`src/rtl/sdram_frame_arbiter_if.sv`:
```
// rtl/sdram_frame_arbiter_if.sv - FIFO levels, SDRAM burst handshake and frame status bundle
interface sdram_frame_arbiter_if;
    logic        init_end;
    logic        pingpang_en;
    logic        read_valid;
    logic        wr_frame_rst;
    logic [9:0]  wr_fifo_num;
    logic [9:0]  rd_fifo_num;
    logic        sdram_wr_ack;
    logic        sdram_rd_ack;
    logic        sdram_wr_req;
    logic [20:0] sdram_wr_addr;
    logic        sdram_rd_req;
    logic [20:0] sdram_rd_addr;
    logic [1:0]  wr_bank;
    logic [1:0]  rd_bank;
    logic        frame_valid;
    logic        frame_wr_done;
    logic        frame_rd_done;

    // Arbiter side
    modport master (
        input  init_end, pingpang_en, read_valid, wr_frame_rst,
        input  wr_fifo_num, rd_fifo_num, sdram_wr_ack, sdram_rd_ack,
        output sdram_wr_req, sdram_wr_addr, sdram_rd_req, sdram_rd_addr,
        output wr_bank, rd_bank, frame_valid, frame_wr_done, frame_rd_done
    );

    // FIFO / SDRAM controller side
    modport slave (
        output init_end, pingpang_en, read_valid, wr_frame_rst,
        output wr_fifo_num, rd_fifo_num, sdram_wr_ack, sdram_rd_ack,
        input  sdram_wr_req, sdram_wr_addr, sdram_rd_req, sdram_rd_addr,
        input  wr_bank, rd_bank, frame_valid, frame_wr_done, frame_rd_done
    );
endinterface

```
`src/rtl/sdram_frame_arbiter.sv`:
```
// rtl/sdram_frame_arbiter.sv - single-port SDRAM burst scheduler with triple-buffered frame banks
module sdram_frame_arbiter #(
    parameter logic [20:0] FRAME_LEN   = 21'd307200,
    parameter logic [9:0]  BURST_LEN   = 10'd256,
    parameter logic [20:0] BANK_STRIDE = 21'd524288,
    parameter logic [9:0]  RD_URGENT   = 10'd64
) (
    input  logic                  sys_clk,
    input  logic                  sys_rst,
    sdram_frame_arbiter_if.master bus
);
    typedef enum logic [2:0] {
        IDLE     = 3'd0,
        WR_REQ   = 3'd1,
        RD_REQ   = 3'd2,
        WR_BURST = 3'd3,
        RD_BURST = 3'd4
    } state_t;

    localparam logic [20:0] BURST_W = {11'd0, BURST_LEN};

    state_t      state_q;
    logic [20:0] wr_off_q;
    logic [20:0] rd_off_q;
    logic [1:0]  wr_bank_q;
    logic [1:0]  rd_bank_q;
    logic [1:0]  latest_q;
    logic        wr_req_q;
    logic        rd_req_q;
    logic [20:0] wr_addr_q;
    logic [20:0] rd_addr_q;
    logic        frame_valid_q;
    logic        wr_done_q;
    logic        rd_done_q;
    logic        wr_ack_q;
    logic        rd_ack_q;
    logic        wr_rst_pend_q;

    logic        wr_elig_d;
    logic        rd_elig_d;
    logic        rd_urgent_d;
    logic        wr_end_d;
    logic        rd_end_d;
    logic        wr_frame_end_d;
    logic        rd_frame_end_d;
    logic [1:0]  new_rd_bank_d;
    logic [1:0]  next_wr_bank_d;

    function automatic logic [20:0] bank_base(input logic [1:0] b);
        return 21'(b) * BANK_STRIDE;
    endfunction

    // Eligibility, burst-end detection and next write bank selection
    always_comb begin
        wr_elig_d      = bus.init_end && (bus.wr_fifo_num >= BURST_LEN);
        rd_elig_d      = bus.init_end && bus.read_valid && frame_valid_q
                         && (bus.rd_fifo_num < BURST_LEN);
        rd_urgent_d    = rd_elig_d && (bus.rd_fifo_num < RD_URGENT);
        wr_end_d       = (state_q == WR_BURST) && wr_ack_q && !bus.sdram_wr_ack;
        rd_end_d       = (state_q == RD_BURST) && rd_ack_q && !bus.sdram_rd_ack;
        wr_frame_end_d = (wr_off_q + BURST_W) >= FRAME_LEN;
        rd_frame_end_d = (rd_off_q + BURST_W) >= FRAME_LEN;
        // The very first finished frame becomes the read bank immediately.
        new_rd_bank_d  = frame_valid_q ? rd_bank_q : wr_bank_q;
        // Writer moves to the lowest bank held neither by itself nor by the reader.
        if (wr_bank_q != 2'd0 && new_rd_bank_d != 2'd0) begin
            next_wr_bank_d = 2'd0;
        end else if (wr_bank_q != 2'd1 && new_rd_bank_d != 2'd1) begin
            next_wr_bank_d = 2'd1;
        end else begin
            next_wr_bank_d = 2'd2;
        end
    end

    // Arbitration FSM, burst bookkeeping and registered outputs
    always_ff @(posedge sys_clk or posedge sys_rst) begin
        if (sys_rst) begin
            state_q       <= IDLE;
            wr_off_q      <= '0;
            rd_off_q      <= '0;
            wr_bank_q     <= '0;
            rd_bank_q     <= '0;
            latest_q      <= '0;
            wr_req_q      <= 1'b0;
            rd_req_q      <= 1'b0;
            wr_addr_q     <= '0;
            rd_addr_q     <= '0;
            frame_valid_q <= 1'b0;
            wr_done_q     <= 1'b0;
            rd_done_q     <= 1'b0;
            wr_ack_q      <= 1'b0;
            rd_ack_q      <= 1'b0;
            wr_rst_pend_q <= 1'b0;
        end else begin
            wr_ack_q  <= bus.sdram_wr_ack;
            rd_ack_q  <= bus.sdram_rd_ack;
            wr_addr_q <= bank_base(wr_bank_q) + wr_off_q;
            rd_addr_q <= bank_base(rd_bank_q) + rd_off_q;
            wr_done_q <= 1'b0;
            rd_done_q <= 1'b0;
            if (bus.wr_frame_rst) begin
                wr_rst_pend_q <= 1'b1;
            end
            case (state_q)
                IDLE: begin
                    if (rd_urgent_d) begin
                        state_q <= RD_REQ;
                    end else if (wr_elig_d) begin
                        state_q <= WR_REQ;
                    end else if (rd_elig_d) begin
                        state_q <= RD_REQ;
                    end
                end
                WR_REQ: begin
                    if (!bus.init_end) begin
                        wr_req_q <= 1'b0;
                        state_q  <= IDLE;
                    end else if (wr_req_q && bus.sdram_wr_ack) begin
                        wr_req_q <= 1'b0;
                        state_q  <= WR_BURST;
                    end else begin
                        wr_req_q <= 1'b1;
                    end
                end
                RD_REQ: begin
                    if (!bus.init_end) begin
                        rd_req_q <= 1'b0;
                        state_q  <= IDLE;
                    end else if (rd_req_q && bus.sdram_rd_ack) begin
                        rd_req_q <= 1'b0;
                        state_q  <= RD_BURST;
                    end else begin
                        rd_req_q <= 1'b1;
                    end
                end
                WR_BURST: begin
                    if (wr_end_d) begin
                        state_q <= IDLE;
                        if (wr_rst_pend_q || bus.wr_frame_rst) begin
                            wr_off_q      <= '0;
                            wr_rst_pend_q <= 1'b0;
                        end else if (!wr_frame_end_d) begin
                            wr_off_q <= wr_off_q + BURST_W;
                        end else begin
                            wr_off_q      <= '0;
                            latest_q      <= wr_bank_q;
                            wr_done_q     <= 1'b1;
                            frame_valid_q <= 1'b1;
                            if (!frame_valid_q) begin
                                rd_bank_q <= wr_bank_q;
                            end
                            wr_bank_q <= bus.pingpang_en ? next_wr_bank_d : 2'd0;
                        end
                    end
                end
                RD_BURST: begin
                    if (rd_end_d) begin
                        state_q <= IDLE;
                        if (!rd_frame_end_d) begin
                            rd_off_q <= rd_off_q + BURST_W;
                        end else begin
                            rd_off_q  <= '0;
                            rd_done_q <= 1'b1;
                            if (!bus.pingpang_en) begin
                                rd_bank_q <= 2'd0;
                            end else if (latest_q != rd_bank_q) begin
                                rd_bank_q <= latest_q;
                            end
                        end
                    end
                end
                default: begin
                    state_q <= IDLE;
                end
            endcase
        end
    end

    assign bus.sdram_wr_req  = wr_req_q;
    assign bus.sdram_wr_addr = wr_addr_q;
    assign bus.sdram_rd_req  = rd_req_q;
    assign bus.sdram_rd_addr = rd_addr_q;
    assign bus.wr_bank       = wr_bank_q;
    assign bus.rd_bank       = rd_bank_q;
    assign bus.frame_valid   = frame_valid_q;
    assign bus.frame_wr_done = wr_done_q;
    assign bus.frame_rd_done = rd_done_q;
endmodule
```
`src/flat_wrapper.sv`:
```
// flat-port wrapper written by rule: the top's interface ports become plain ports
module sdram_frame_arbiter_flat 
#(
    parameter logic [20:0] FRAME_LEN   = 21'd307200,
    parameter logic [9:0]  BURST_LEN   = 10'd256,
    parameter logic [20:0] BANK_STRIDE = 21'd524288,
    parameter logic [9:0]  RD_URGENT   = 10'd64
)
  (sys_clk, sys_rst, bus_init_end, bus_pingpang_en, bus_read_valid, bus_wr_frame_rst, bus_wr_fifo_num, bus_rd_fifo_num, bus_sdram_wr_ack, bus_sdram_rd_ack, bus_sdram_wr_req, bus_sdram_wr_addr, bus_sdram_rd_req, bus_sdram_rd_addr, bus_wr_bank, bus_rd_bank, bus_frame_valid, bus_frame_wr_done, bus_frame_rd_done);
  sdram_frame_arbiter_if bus_i ();
  input  logic sys_clk;
  input  logic sys_rst;
  input wire logic [$bits(bus_i.init_end)-1:0] bus_init_end;
  input wire logic [$bits(bus_i.pingpang_en)-1:0] bus_pingpang_en;
  input wire logic [$bits(bus_i.read_valid)-1:0] bus_read_valid;
  input wire logic [$bits(bus_i.wr_frame_rst)-1:0] bus_wr_frame_rst;
  input wire logic [$bits(bus_i.wr_fifo_num)-1:0] bus_wr_fifo_num;
  input wire logic [$bits(bus_i.rd_fifo_num)-1:0] bus_rd_fifo_num;
  input wire logic [$bits(bus_i.sdram_wr_ack)-1:0] bus_sdram_wr_ack;
  input wire logic [$bits(bus_i.sdram_rd_ack)-1:0] bus_sdram_rd_ack;
  output wire logic [$bits(bus_i.sdram_wr_req)-1:0] bus_sdram_wr_req;
  output wire logic [$bits(bus_i.sdram_wr_addr)-1:0] bus_sdram_wr_addr;
  output wire logic [$bits(bus_i.sdram_rd_req)-1:0] bus_sdram_rd_req;
  output wire logic [$bits(bus_i.sdram_rd_addr)-1:0] bus_sdram_rd_addr;
  output wire logic [$bits(bus_i.wr_bank)-1:0] bus_wr_bank;
  output wire logic [$bits(bus_i.rd_bank)-1:0] bus_rd_bank;
  output wire logic [$bits(bus_i.frame_valid)-1:0] bus_frame_valid;
  output wire logic [$bits(bus_i.frame_wr_done)-1:0] bus_frame_wr_done;
  output wire logic [$bits(bus_i.frame_rd_done)-1:0] bus_frame_rd_done;
  assign bus_i.init_end = bus_init_end;
  assign bus_i.pingpang_en = bus_pingpang_en;
  assign bus_i.read_valid = bus_read_valid;
  assign bus_i.wr_frame_rst = bus_wr_frame_rst;
  assign bus_i.wr_fifo_num = bus_wr_fifo_num;
  assign bus_i.rd_fifo_num = bus_rd_fifo_num;
  assign bus_i.sdram_wr_ack = bus_sdram_wr_ack;
  assign bus_i.sdram_rd_ack = bus_sdram_rd_ack;
  assign bus_sdram_wr_req = bus_i.sdram_wr_req;
  assign bus_sdram_wr_addr = bus_i.sdram_wr_addr;
  assign bus_sdram_rd_req = bus_i.sdram_rd_req;
  assign bus_sdram_rd_addr = bus_i.sdram_rd_addr;
  assign bus_wr_bank = bus_i.wr_bank;
  assign bus_rd_bank = bus_i.rd_bank;
  assign bus_frame_valid = bus_i.frame_valid;
  assign bus_frame_wr_done = bus_i.frame_wr_done;
  assign bus_frame_rd_done = bus_i.frame_rd_done;
  sdram_frame_arbiter #(.FRAME_LEN(FRAME_LEN), .BURST_LEN(BURST_LEN), .BANK_STRIDE(BANK_STRIDE), .RD_URGENT(RD_URGENT)) u_core (.sys_clk(sys_clk), .sys_rst(sys_rst), .bus(bus_i));
endmodule
```
`config.mk`:
```
export PLATFORM = sky130hd
export DESIGN_NAME = sdram_frame_arbiter_flat
export DESIGN_NICKNAME = d
export VERILOG_FILES = /design/src/rtl/sdram_frame_arbiter_if.sv /design/src/rtl/sdram_frame_arbiter.sv /design/src/flat_wrapper.sv
export SDC_FILE = /design/constraint.sdc
export NUM_CORES = 1
export LEC_CHECK = 0
export ABC_AREA = 1
export CAP_MARGIN = 10
export CELL_PAD_IN_SITES_DETAIL_PLACEMENT = 2
export CELL_PAD_IN_SITES_GLOBAL_PLACEMENT = 2
export CORE_AREA = 8 8 112 114
export DETAILED_ROUTE_END_ITERATION = 10
export DIE_AREA = 0 0 120 122
export PLACE_DENSITY = 0.87
export REMOVE_ABC_BUFFERS = 1
export SLEW_MARGIN = 20
export SYNTH_ARGS = -nofsm -noshare
export SYNTH_HDL_FRONTEND = slang
export SYNTH_SLANG_ARGS = --single-unit
```
`constraint.sdc`:
```
create_clock -name sys_clk -period 5.89 [get_ports sys_clk]
set_input_delay 1.178 -clock sys_clk [delete_from_list [all_inputs] [get_ports sys_clk]]
set_output_delay 1.178 -clock sys_clk [all_outputs]
set_load 0.005 [all_outputs]
```
Yosys cells after proc, flatten, opt, wreduce, memory -nomap -nowiden
Cells that the tools add are included.
W data, S select, Z words.
- register bits: 101
- output and inout port bits: 51
- bits in read-only memories: 0
- RAM bits: 0
- memories kept: 0
- bits in latches: 0
- input port bits: 28
- shifts and indexed selects: 0
- bitwise operators: 1
- div/mod/pow operators: 0
- add/subtract/negate cells: 4
- reduce and logical (&&, ||, !) cells: 25
- multiply operators: 0
- magnitude comparators: 5
- equality and inequality tests: 16
- multiplexer cells: 40
- operators with widths (operator ; number):
    $mux W21 ; 3
    $add A21 B21 Y21 ; 2
    $add A21 B9 Y21 const B ; 2
    $ge A21 B19 Y1 const B ; 2
    $mux W3 ; 9
    $mux W2 ; 11
    $mux W1 ; 15
    $pmux W3 S5 ; 1
    $logic_and A1 B1 Y1 ; 13
    $ne A2 B1 Y1 const B ; 6
    $ge A10 B9 Y1 const B ; 1
    $lt A10 B7 Y1 const B ; 1
    $lt A10 B9 Y1 const B ; 1
    $reduce_and A7 Y1 ; 1
    $eq A3 B2 Y1 const B ; 2
    $ne A3 B2 Y1 const B ; 2
    $reduce_bool A2 Y1 ; 3
    $reduce_and A5 Y1 ; 1
    $ne A4 B1 Y1 const B ; 1
    $pmux W2 S2 ; 1
    $reduce_and A2 Y1 ; 2
    $reduce_and A4 Y1 ; 1
    $eq A3 B1 Y1 const B ; 1
    $eq A3 B3 Y1 const B ; 1
    7 further kinds ; 8

Logic depth before layout (Yosys ltp)
Gate-level depths: netlist of the first run.
- depth after elaboration: 7
- mapped depth: 16

Worst setup path after synthesis of the first run
OpenSTA, ideal clock, no wires.
- path kind: input-to-reg
- from: in bus_sdram_wr_ack
- to: reg u_core.rd_bank_q[0], in the netlist u_core.bus.rd_bank[0]
- data required time: 5.773 ns
- path slack: 3.718 ns
- setup time: 0.117 ns
- data arrival time: 2.055 ns
- stages on the path: 10
- cells stage by stage: inv_1 nand3_2 nor3_4 o21ai_2 clkinv_1 nand2_2 clkinv_2 nand2_2 nand2_1 nand2_1
- word-level cells in the longest chain between the ends: 4
- ends and longest elaborated chain (item ; line ; RTL):
    start, declared ; flat_wrapper.sv:19 ; input wire logic [$bits(bus_i.sdram_wr_ack)-1:0] bus_sdram_wr_ack;
    $logic_not A1 Y1 ; sdram_frame_arbiter.sv:59 ; wr_end_d = (state_q == WR_BURST) && wr_ack_q && !bus.sdram_wr_ack;
    $logic_and A1 B1 Y1 ; sdram_frame_arbiter.sv:59 ;
    $ne A2 B1 Y1 (no source line) ; -- ;
    $reduce_and A7 Y1 (no source line) ; -- ;
    end signal, assigned ; sdram_frame_arbiter.sv:150 ; rd_bank_q <= wr_bank_q;
    end signal, assigned ; sdram_frame_arbiter.sv:167 ; rd_bank_q <= latest_q;
    end, declared ; sdram_frame_arbiter.sv:26 ; logic [1:0] rd_bank_q;
Every way passes these cells.
A chain may end at the register's enable or synchronous reset.

Worst setup path after layout of the first run
- from: in bus_sdram_rd_ack
- to: reg u_core.rd_off_q[12]
- word-level cells in the longest chain between the ends: 3
- ends and longest elaborated chain (item ; line ; RTL):
    start, declared ; flat_wrapper.sv:20 ; input wire logic [$bits(bus_i.sdram_rd_ack)-1:0] bus_sdram_rd_ack;
    $logic_not A1 Y1 ; sdram_frame_arbiter.sv:60 ; rd_end_d = (state_q == RD_BURST) && rd_ack_q && !bus.sdram_rd_ack;
    $logic_and A1 B1 Y1 ; sdram_frame_arbiter.sv:60 ;
    $reduce_and A2 Y1 (no source line) ; -- ;
    end signal, assigned ; sdram_frame_arbiter.sv:160 ; rd_off_q <= rd_off_q + BURST_W;
    end, declared ; sdram_frame_arbiter.sv:24 ; logic [20:0] rd_off_q;
Every way passes these cells.

==> results.sh, run 1 <==
export IMPL_outcome="finished clean"
export IMPL_fin_skew_ns=0.01586
export IMPL_worst_slew_pin_slew_ns=0.7056
export IMPL_cp_required_ns=6.13
export IMPL_drt_pass1_iter_count=4
export IMPL_clkLatencyLatePin_ns=0.35
export IMPL_synth_area_sq_um=3379
export IMPL_htreeDepth=3
export IMPL_clock_fmax_ghz=0.3823
export IMPL_r2r_cells=7
export IMPL_power_switching_mw=0.6813
export IMPL_grt_pass1_vias=3043
export IMPL_drv_slew=0
export IMPL_p_per_area_nw_per_um2=435.3
export IMPL_area_growth_syn_to_layout_pct=21.81
export IMPL_clk_path_buf_depth=2
export IMPL_multi_input_area_sq_um=1389
export IMPL_drc=0
export IMPL_crit_path_top_delay_cell="clkdlybuf4s50_1"
export IMPL_synthFlopType="dfrtp_1"
export IMPL_place_congestion=0.8169
export IMPL_hold_class="flop to flop"
export IMPL_hold_viol=0
export IMPL_ios=79
export IMPL_cp_end_kind="flop"
export IMPL_rrSetupSlack_ns=3.73
export IMPL_p_clk_share_pct=17.7
export IMPL_arrival_ns=2.86
export IMPL_post_place_ws_ns=2.909
export IMPL_rr_startpoint="u_core.state_q[0]"
export IMPL_worst_slack_ns=3.274
export IMPL_drive_gt1_share_pct=12.88
export IMPL_hold_path_startpoint="u_core.rd_off_q[16]"
export IMPL_cp_cell_sequence="clkdlybuf4s50_1, inv_1, nand3_2, inv_1, nand3_1, o22ai_1"
export IMPL_post_route_min_period_ns=2.616
export IMPL_cts_sinks=69
export IMPL_synthDistinctLibCells=37
export IMPL_timing_max_cap_violations=0
export IMPL_fin_crit_sh_pct=44.41
export IMPL_synth_seq_area_share_pct=51.09
export IMPL_initialDrtViolationCount=67
export IMPL_synth_edf_count=0
export IMPL_core_area_sq_um=10700
export IMPL_combPwrFrac_pct=39.0
export IMPL_layout_commonest_cell="nand2_1"
export IMPL_routedWlPerCell_um=15.40
export IMPL_cp_start_kind="input pin"
export IMPL_syn_inst=367
export IMPL_std_cell_rows=38
export IMPL_grt_pass1_wl_um=14970
export IMPL_area_sequential_sq_um=1727
export IMPL_crit_start="bus_sdram_rd_ack"
export IMPL_die_width_um=120
export IMPL_diodes=0
export IMPL_n_fill_cell=1218
export IMPL_internal_power_mw=1.110
export IMPL_r2r_end="u_core.rd_off_q[12]"
export IMPL_crit_end="u_core.rd_off_q[12]"
export IMPL_p_total_mw=1.792
export IMPL_ys_warn_count=0
export IMPL_die_area_sq_um=14640
export IMPL_setup_viol=0
export IMPL_syn_avg_cell_area_sq_um=9.208
export IMPL_hpwlAfterDp_um=6816
export IMPL_grt_overflow_total=0
export IMPL_crit_type="input pin to flop"
export IMPL_initial_core_util_pct=31.59
export IMPL_cts_setup_buffers=0
export IMPL_swShare_pct=38.03
export IMPL_viasPerCell=4.573
export IMPL_cts_reportedPaths_clkPinSlew_ns=0.07
export IMPL_grt_max_degree=37
export IMPL_drtAntennaViolNets=0
export IMPL_setup_tns_ns=0
export IMPL_post_cts_resized=0
export IMPL_cts_tree="done"
export IMPL_synth_async_reset_ratio_pct=100.0
export IMPL_port_buffers=48
export IMPL_critPathMaxStageDelay_ns=0.46
export IMPL_leakage_nw=1.931
export IMPL_ir_worst_vdd_mv=0.1527
export IMPL_fin_nets=458
export IMPL_slew_headroom_pct=52.89
export IMPL_cts_buffers=9
export IMPL_vias=2593
export IMPL_synth_seq_cells=69
export IMPL_path_common_cell="inv_1"
export IMPL_grt_usage_pct=12.86
export IMPL_seqPwrFrac_pct=43.2
export IMPL_crit_fanout=15
export IMPL_rsz0062_at_grt="false"
export IMPL_final_cell_mix="nand2_1 (78), dfrtp_1 (69), clkdlybuf4s50_1 (48)"
export IMPL_postCtsHoldBufs=0
export IMPL_wl_um=8730
export IMPL_clockRootBuffer="clkbuf_8"
export IMPL_antenna_found_initial=0
export IMPL_fp_dieH_um=122
[flip-flops by register name (all words and copies together), names as in the netlist, 2 cells and up]
name	cells
u_core.state_q	3
u_core.bus.sdram_rd_addr	13
u_core.rd_off_q	13
u_core.wr_off_q	13
u_core.bus.sdram_wr_addr	13
u_core.bus.rd_bank	2
u_core.latest_q	2
u_core.bus.wr_bank	2
[stage by stage]
stage          cells  utilization (%)  area [sq um]  hold WS (ns)
3_5_place_dp     553            37.11          3970        0.3689
6_report         567            38.48          4116        0.3822
5_1_grt          567            38.48          4116        0.3969
3_3_place_gp     553            37.11          3970        0.3597
4_1_cts          567            38.48          4116        0.3848
2_1_floorplan    364                -          3307        0.3537
[logic make-up (layout without fill, tap and decap cells)]
logic type | after synthesis | in the layout | synth area share, %
multiplexers | 1 | 1 | 0.3332
XOR/XNOR | 18 | 18 | 4.665
AO/OA/AOI/OAI | 40 | 40 | 7.849
AND/OR/NAND/NOR | 164 | 164 | 24.25
buffers and inverters | 68 | 113 | 9.478
flip-flops | 69 | 69 | 51.09
other | 1 | 16 | 0.1110
adder cells (fa/ha/maj) | 6 | 6 | 2.221
[synth_stat cells, types with 6 or more instances]
cell type	count	area share, %
nand2_1	78	8.7
nand4_1	8	1.5
o22ai_1	7	1.3
nand2_2	7	1.3
nor2_1	21	2.3
dfrtp_1	69	51
nand3_1	28	4.1
inv_1	41	4.6
ha_1	6	2.2
buf_4	16	3.6
o21ai_0	15	2.2
inv_2	6	0.67
xnor2_1	6	1.6
xor2_1	12	3.1
[routing by layer]
| metal | vias up | share of wire [%] | global-route usage (%) |
|---|---|---|---|
| met1 | 1282 | 42 | 14.12 |
| met3 | 9 | 4.2 | 3.609 |
| met2 | 43 | 52 | 23.51 |
| li1 | 1259 | - | - |
| met5 | - | 0 | 0 |
| met4 | 0 | 1.2 | 4.215 |
[power by group through the flow]
stage	combinational (mW)	clock [mW]	sequential, mW
after floorplan	0.411	0	0.755
after global placement	0.673	0	0.772
after detailed placement	0.710	0	0.789
after CTS	0.719	0.330	0.781
after global routing	0.787	0.354	0.802
final	0.699	0.318	0.775
[worst max-delay path, delay by kind of cell]
family	cells	cell delay (ns)
buffers and inverters	3	1.00
AND/OR/NAND/NOR	2	0.45
AO/OA/AOI/OAI	1	0.21
[area by class of cell]
cell class,count,area share (%)
multi-input combinational,245,33.74
tap,140,4.255
clock inverter,3,0.3647
sequential,69,41.95
timing repair buffer,49,11.85
clock buffer,11,3.191
inverter,50,4.650
[how the worst min path moves through the flow]
stage / slack, ns / end / depth (start not counted)
6_report: 0.38 / u_core.bus.sdram_rd_addr[16] / 0
3_3_place_gp: 0.36 / u_core.bus.sdram_rd_addr[16] / 0
5_1_grt: 0.40 / u_core.bus.sdram_rd_addr[16] / 0
3_5_place_dp: 0.37 / u_core.bus.sdram_rd_addr[16] / 0
2_1_floorplan: 0.35 / u_core.bus.sdram_rd_addr[16] / 0
4_1_cts: 0.38 / u_core.bus.sdram_rd_addr[16] / 0
(Power assumes the default switching activity.)
==> inputs of run 2 (changes only) <==
--- a/config.mk
+++ b/config.mk
@@ -9,10 +9,10 @@
 export CAP_MARGIN = 10
 export CELL_PAD_IN_SITES_DETAIL_PLACEMENT = 2
 export CELL_PAD_IN_SITES_GLOBAL_PLACEMENT = 2
-export CORE_AREA = 8 8 112 114
+export CORE_AREA = 8 8 116 118
 export DETAILED_ROUTE_END_ITERATION = 10
-export DIE_AREA = 0 0 120 122
-export PLACE_DENSITY = 0.87
+export DIE_AREA = 0 0 124 126
+export PLACE_DENSITY = 0.82
 export REMOVE_ABC_BUFFERS = 1
 export SLEW_MARGIN = 20
 export SYNTH_ARGS = -nofsm -noshare
==> constraint.sdc (replaced) <==
create_clock -name sys_clk -period 2.7 [get_ports sys_clk]
set_input_delay 0.54 -clock sys_clk [delete_from_list [all_inputs] [get_ports sys_clk]]
set_output_delay 0.54 -clock sys_clk [all_outputs]
set_load 0.005 [all_outputs]
==> run 2 against run 1 <==
Compared with the run above: setup slack worse by 2.8 ns; cell area increased by 3.8%; sequential share of layout area fell by 1.5 points; clock power grew to 3.5 times the previous value.
==> results.sh, run 2 (same netlist as run 1, synthesis figures left out) <==
export IMPL_outcome="finished clean"
export IMPL_post_cts_resized=0
export IMPL_hold_end="u_core.bus.sdram_rd_addr[16]"
export IMPL_ir_worst_vdd_mv=0.3769
export IMPL_viasPerCell=4.640
export IMPL_die_area_sq_um=15620
export IMPL_fin_skew_ns=0.004869
export IMPL_layout_commonest_cell="nand2_1"
export IMPL_antenna_found_initial=0
export IMPL_r2r_cells=13
export IMPL_fp_dieH_um=126
export IMPL_drc=0
export IMPL_leakage_nw=1.996
export IMPL_htreeDepth=3
export IMPL_clk_path_buf_depth=2
export IMPL_cts_reportedPaths_clkPinSlew_ns=0.06
export IMPL_worst_hold_path_num_cells=0
export IMPL_clock_fmax_ghz=0.4484
export IMPL_met2_usage_pct=24.12
export IMPL_rr_startpoint="u_core.rd_off_q[8]"
export IMPL_vias=2677
export IMPL_cp_end_kind="flop"
export IMPL_place_congestion=0.7744
export IMPL_combPwrFrac_pct=36.2
export IMPL_die_width_um=124
export IMPL_swShare_pct=36.37
export IMPL_cts_setup_buffers=0
export IMPL_grt_busiest_layer="met2"
export IMPL_hpwlAfterDp_um=7073
export IMPL_drive_gt1_share_pct=13.02
export IMPL_cts_buffers=9
export IMPL_p_clk_share_pct=25.1
export IMPL_path_common_cell="nand2_2"
export IMPL_r2r_end="u_core.bus.rd_bank[0]"
export IMPL_core_area_sq_um=11710
export IMPL_drv_slew=0
export IMPL_port_buffers=48
export IMPL_clockRootBuffer="clkbuf_16"
export IMPL_fin_crit_sh_pct=82.60
export IMPL_setup_viol=0
export IMPL_cp_required_ns=2.93
export IMPL_n_fill_cell=1327
export IMPL_std_cell_rows=40
export IMPL_seqPwrFrac_pct=38.7
export IMPL_clkLatencyLatePin_ns=0.34
export IMPL_internal_power_mw=2.784
export IMPL_grt_use_met3_pct=3.798
export IMPL_p_per_area_nw_per_um2=1024
export IMPL_ios=79
export IMPL_grt_usage_pct=13.39
export IMPL_grt_overflow_total=0
export IMPL_crit_path_top_delay_cell="dfrtp_1"
export IMPL_setup_tns_ns=0
export IMPL_postCtsHoldBufs=0
export IMPL_post_route_min_period_ns=2.230
export IMPL_arrival_ns=2.46
export IMPL_crit_fanout=6
export IMPL_diodes=0
export IMPL_initialDrtViolationCount=125
export IMPL_timing_max_cap_violations=0
export IMPL_grt_max_degree=70
export IMPL_hold_class="flop to flop"
export IMPL_grt_pass1_wl_um=16210
export IMPL_rsz0062_at_grt="false"
export IMPL_hold_viol=0
export IMPL_final_cell_mix="nand2_1 (78), dfrtp_1 (69), clkdlybuf4s50_1 (48)"
export IMPL_routedWlPerCell_um=16.87
export IMPL_initial_core_util_pct=28.86
export IMPL_grt_use_met1_pct=14.26
export IMPL_cp_start_kind="flop"
export IMPL_grt_pass1_vias=3114
export IMPL_cp_cell_sequence="ha_1, nand3_1, inv_2, nand2_1, nor3_2, xor2_1, nand2_2, nand2_4, nand2_2, nand2_2, nand2_2, nand2_1, nand2_1"
export IMPL_rrSetupSlack_ns=0.47
export IMPL_drt_pass1_iter_count=4
export IMPL_power_switching_mw=1.591
export IMPL_wl_um=9732
export IMPL_hold_path_startpoint="u_core.rd_off_q[16]"
export IMPL_p_total_mw=4.376
export IMPL_cts_tree="done"
export IMPL_cts_sinks=69
export IMPL_drtAntennaViolNets=0
export IMPL_fin_nets=459
export IMPL_area_growth_syn_to_layout_pct=26.40
export IMPL_critPathMaxStageDelay_ns=0.46
export IMPL_crit_type="flop to flop"
run 2: metal layers:
layer | routed length (um) | vias up
met2 | 5323 | 41
met3 | 420 | 18
li1 | - | 1261
met1 | 3797 | 1357
met5 | 0 | -
met4 | 192 | 0
run 2: how the worst max path moves through the flow:
| stage | from | endpoint | slack (ns) | cells past startpoint |
|---|---|---|---|---|
| 2_1_floorplan | sys_rst | u_core.bus.frame_rd_done | 0.42 | 1 |
| 3_3_place_gp | bus_sdram_wr_ack | u_core.bus.rd_bank[0] | 0.49 | 11 |
| 3_5_place_dp | bus_sdram_wr_ack | u_core.bus.rd_bank[0] | 0.47 | 11 |
| 4_1_cts | u_core.rd_off_q[8] | u_core.bus.rd_bank[0] | 0.46 | 13 |
| 5_1_grt | u_core.rd_off_q[9] | u_core.bus.rd_bank[0] | 0.27 | 13 |
| 6_report | u_core.rd_off_q[8] | u_core.bus.rd_bank[0] | 0.47 | 13 |
run 2: final cells by class:
| class | instances | area [sq um] | share of cell area (%) |
|---|---|---|---|
| Multi-Input combinational cell | 245 | 1389 | 32.51 |
| Sequential cell | 69 | 1727 | 40.42 |
| Clock inverter | 1 | 5.005 | 0.1172 |
| Inverter | 50 | 191.4 | 4.482 |
| Tap cell | 147 | 183.9 | 4.306 |
| Timing Repair Buffer | 50 | 508.0 | 11.89 |
| Clock buffer | 15 | 267.8 | 6.268 |
run 2: power by group through the flow:
stage / Sequential [mW] / Clock (mW) / Combinational (mW)
floorplan: 1.65 / 0 / 0.896
global placement: 1.69 / 0 / 1.49
detailed placement: 1.72 / 0 / 1.58
CTS: 1.71 / 1.14 / 1.63
global route: 1.75 / 1.18 / 1.76
finish: 1.69 / 1.10 / 1.58
run 2: worst max-delay path: cells and delay by family, from the launching register on:
kind / cells / cell delay (ns)
XOR/XNOR: 1 / 0.25
adder cells (fa/ha/maj): 1 / 0.30
buffers and inverters: 1 / 0.09
flip-flops: 1 / 0.46
AND/OR/NAND/NOR: 10 / 1.00
run 2: stage by stage:
step / util [%] / cell area (sq um) / setup slack [ns] / std cells / hold slack, ns
2_1_floorplan: - / 3307 / 0.4201 / 364 / 0.3537
3_3_place_gp: 34.15 / 3999 / 0.4949 / 561 / 0.3610
3_5_place_dp: 34.15 / 3999 / 0.4691 / 561 / 0.3614
4_1_cts: 36.47 / 4272 / 0.4609 / 577 / 0.3732
5_1_grt: 36.47 / 4272 / 0.2702 / 577 / 0.3768
6_report: 36.47 / 4272 / 0.4699 / 577 / 0.3741
==> inputs of run 3 (changes only) <==
==> constraint.sdc (replaced) <==
create_clock -name sys_clk -period 2.1 [get_ports sys_clk]
set_input_delay 0.42 -clock sys_clk [delete_from_list [all_inputs] [get_ports sys_clk]]
set_output_delay 0.42 -clock sys_clk [all_outputs]
set_load 0.005 [all_outputs]
==> run 3 against run 2 <==
Compared with the run above: critical path depth is 1 lower; global-route usage is 0.26 points lower; hold slack better by 0.0062 ns; fmax up 17%; sequential share of layout area down 1.2 points; cell area grew 3.3%; count of clock-buffer cells in the layout decreased by 3; non-clock buffer count grew 10.
==> results.sh, run 3 (same netlist as run 1, synthesis figures left out) <==
export IMPL_drt_pass1_iter_count=4
export IMPL_power_switching_mw=2.042
export IMPL_hold_path_startpoint="u_core.rd_off_q[16]"
export IMPL_leakage_nw=2.074
export IMPL_instances_no_fill=587
export IMPL_place_inst=571
export IMPL_fin_nets=469
export IMPL_worst_slack_ns=0.1862
export IMPL_setup_viol=0
export IMPL_final_cell_mix="nand2_1 (78), dfrtp_1 (68), clkdlybuf4s50_1 (48)"
export IMPL_htreeDepth=3
export IMPL_setup_tns_ns=0
export IMPL_fin_crit_sh_pct=91.13
export IMPL_hold_end="u_core.bus.sdram_rd_addr[16]"
export IMPL_critPathMaxStageDelay_ns=0.52
export IMPL_cts_sinks=69
export IMPL_multi_input_area_sq_um=1398
export IMPL_rsz0062_at_grt="false"
export IMPL_cp_end_kind="flop"
export IMPL_timing_max_cap_violations=0
export IMPL_crit_path_top_delay_cell="dfrtp_1"
export IMPL_hpwlAfterDp_um=7231
export IMPL_wl_um=9583
export IMPL_r2r_cells=12
export IMPL_seqPwrFrac_pct=36.6
export IMPL_cts_tree="done"
export IMPL_grt_usage_pct=13.14
export IMPL_area_growth_syn_to_layout_pct=30.51
export IMPL_drtAntennaViolNets=0
export IMPL_port_buffers=48
export IMPL_fin_skew_ns=0.005492
export IMPL_post_place_ws_ns=0.07380
export IMPL_grt_max_degree=70
export IMPL_grt_overflow_total=0
export IMPL_drv_slew=0
export IMPL_ios=79
export IMPL_viasPerCell=4.639
export IMPL_grt_pass1_vias=3248
export IMPL_cts_buffers=9
export IMPL_swShare_pct=34.61
export IMPL_clock_fmax_ghz=0.5225
export IMPL_routedWlPerCell_um=16.33
export IMPL_clk_path_buf_depth=2
export IMPL_core_area_sq_um=11710
export IMPL_area_sequential_sq_um=1728
export IMPL_grt_pass1_wl_um=16250
export IMPL_cp_cell_sequence="nand2_2, nor2_4, nand3_2, nand2_1, nand2_1, nor2_1, nand2_1, nand2_2, nand2_4, nand2_4, inv_4, or2_1"
export IMPL_cts_setup_buffers=0
export IMPL_die_area_sq_um=15620
export IMPL_n_fill_cell=1291
export IMPL_post_route_min_period_ns=1.914
export IMPL_fp_dieH_um=126
export IMPL_p_per_area_nw_per_um2=1338
export IMPL_std_cell_rows=40
export IMPL_antenna_found_initial=0
export IMPL_layout_commonest_cell="nand2_1"
export IMPL_rr_startpoint="u_core.wr_off_q[11]"
export IMPL_cts_reportedPaths_clkPinSlew_ns=0.06
export IMPL_arrival_ns=2.12
export IMPL_hold_class="flop to flop"
export IMPL_initialDrtViolationCount=149
export IMPL_cp_required_ns=2.31
export IMPL_clockRootBuffer="clkbuf_16"
export IMPL_outcome="finished clean"
export IMPL_r2r_end="u_core.bus.frame_valid"
export IMPL_cp_start_kind="flop"
export IMPL_ir_worst_vdd_mv=0.5051
export IMPL_path_common_cell="nand2_1"
export IMPL_worst_hold_path_num_cells=0
export IMPL_rrSetupSlack_ns=0.19
export IMPL_place_congestion=0.7716
export IMPL_diodes=0
export IMPL_die_width_um=124
export IMPL_p_clk_share_pct=28.1
export IMPL_initial_core_util_pct=28.86
export IMPL_crit_type="flop to flop"
export IMPL_hold_viol=0
export IMPL_internal_power_mw=3.858
export IMPL_vias=2723
export IMPL_crit_fanout=7
export IMPL_drive_gt1_share_pct=16.36
export IMPL_combPwrFrac_pct=35.4
export IMPL_clkLatencyLatePin_ns=0.33
export IMPL_drc=0
[run 3: cell types whose count changed in the layout (fill, tap and decap cells not counted), sizes merged]
cell | before | now
buf | 2 | 12
clkbuf | 15 | 12
bufinv | 0 | 2
clkinv | 3 | 4
[run 3: worst max-delay path by stage]
stage / start / depth (start not counted) / to
6_report: u_core.wr_off_q[11] / 12 / u_core.bus.frame_valid
3_3_place_gp: bus_sdram_wr_ack / 8 / u_core.state_q[0]
2_1_floorplan: sys_rst / 1 / u_core.bus.frame_rd_done
3_5_place_dp: bus_sdram_wr_ack / 8 / u_core.state_q[0]
5_1_grt: u_core.rd_off_q[11] / 10 / u_core.rd_off_q[12]
4_1_cts: u_core.wr_off_q[8] / 12 / u_core.bus.frame_valid
[run 3: per-stage QoR]
step | power (mW) | area, sq um | util, % | hold slack, ns
after global routing | 6.309 | 4410 | 37.66 | 0.3909
after CTS | 6.008 | 4400 | 37.57 | 0.3782
after detailed placement | 4.287 | 4074 | 34.79 | 0.3674
after floorplan | 3.268 | 3307 | - | 0.3537
after global placement | 4.133 | 4074 | 34.79 | 0.3615
final | 5.900 | 4410 | 37.66 | 0.3803
[run 3: routing by layer]
layer / vias to the layer above / track usage [%] / wire [um]
met5: - / 0 / 0
met4: 0 / 6.092 / 217
met3: 19 / 2.636 / 342
met2: 44 / 24.47 / 5360
met1: 1378 / 13.56 / 3662
li1: 1282 / - / -
[run 3: cell type report]
class	instances	share of cell area (%)
timing repair buffer	60	13.22
tap	147	4.170
clock inverter	4	1.589
clock buffer	12	5.816
sequential	69	39.18
multi-input combinational	245	31.69
inverter	50	4.340
[run 3: what timing repair did]
item                                    4_1_cts  5_1_grt
hold buffers                                  0        0
resized for setup                             0        3
endpoints found under the setup margin        0        2
hold endpoints to repair                      0        0
[run 3: power by group through the flow]
stage          Combinational (mW)  Sequential, mW  Clock, mW
2_1_floorplan                1.15            2.12          0
3_3_place_gp                 1.98            2.15          0
3_5_place_dp                 2.10            2.19          0
4_1_cts                      2.13            2.18       1.70
5_1_grt                      2.31            2.24       1.76
6_report                     2.09            2.16       1.66
[run 3: critical path: cells and delay by family, from the launching register on]
kind,cells,cell delay [ns]
AND/OR/NAND/NOR,11,1.21
flip-flops,1,0.52
buffers and inverters,1,0.05
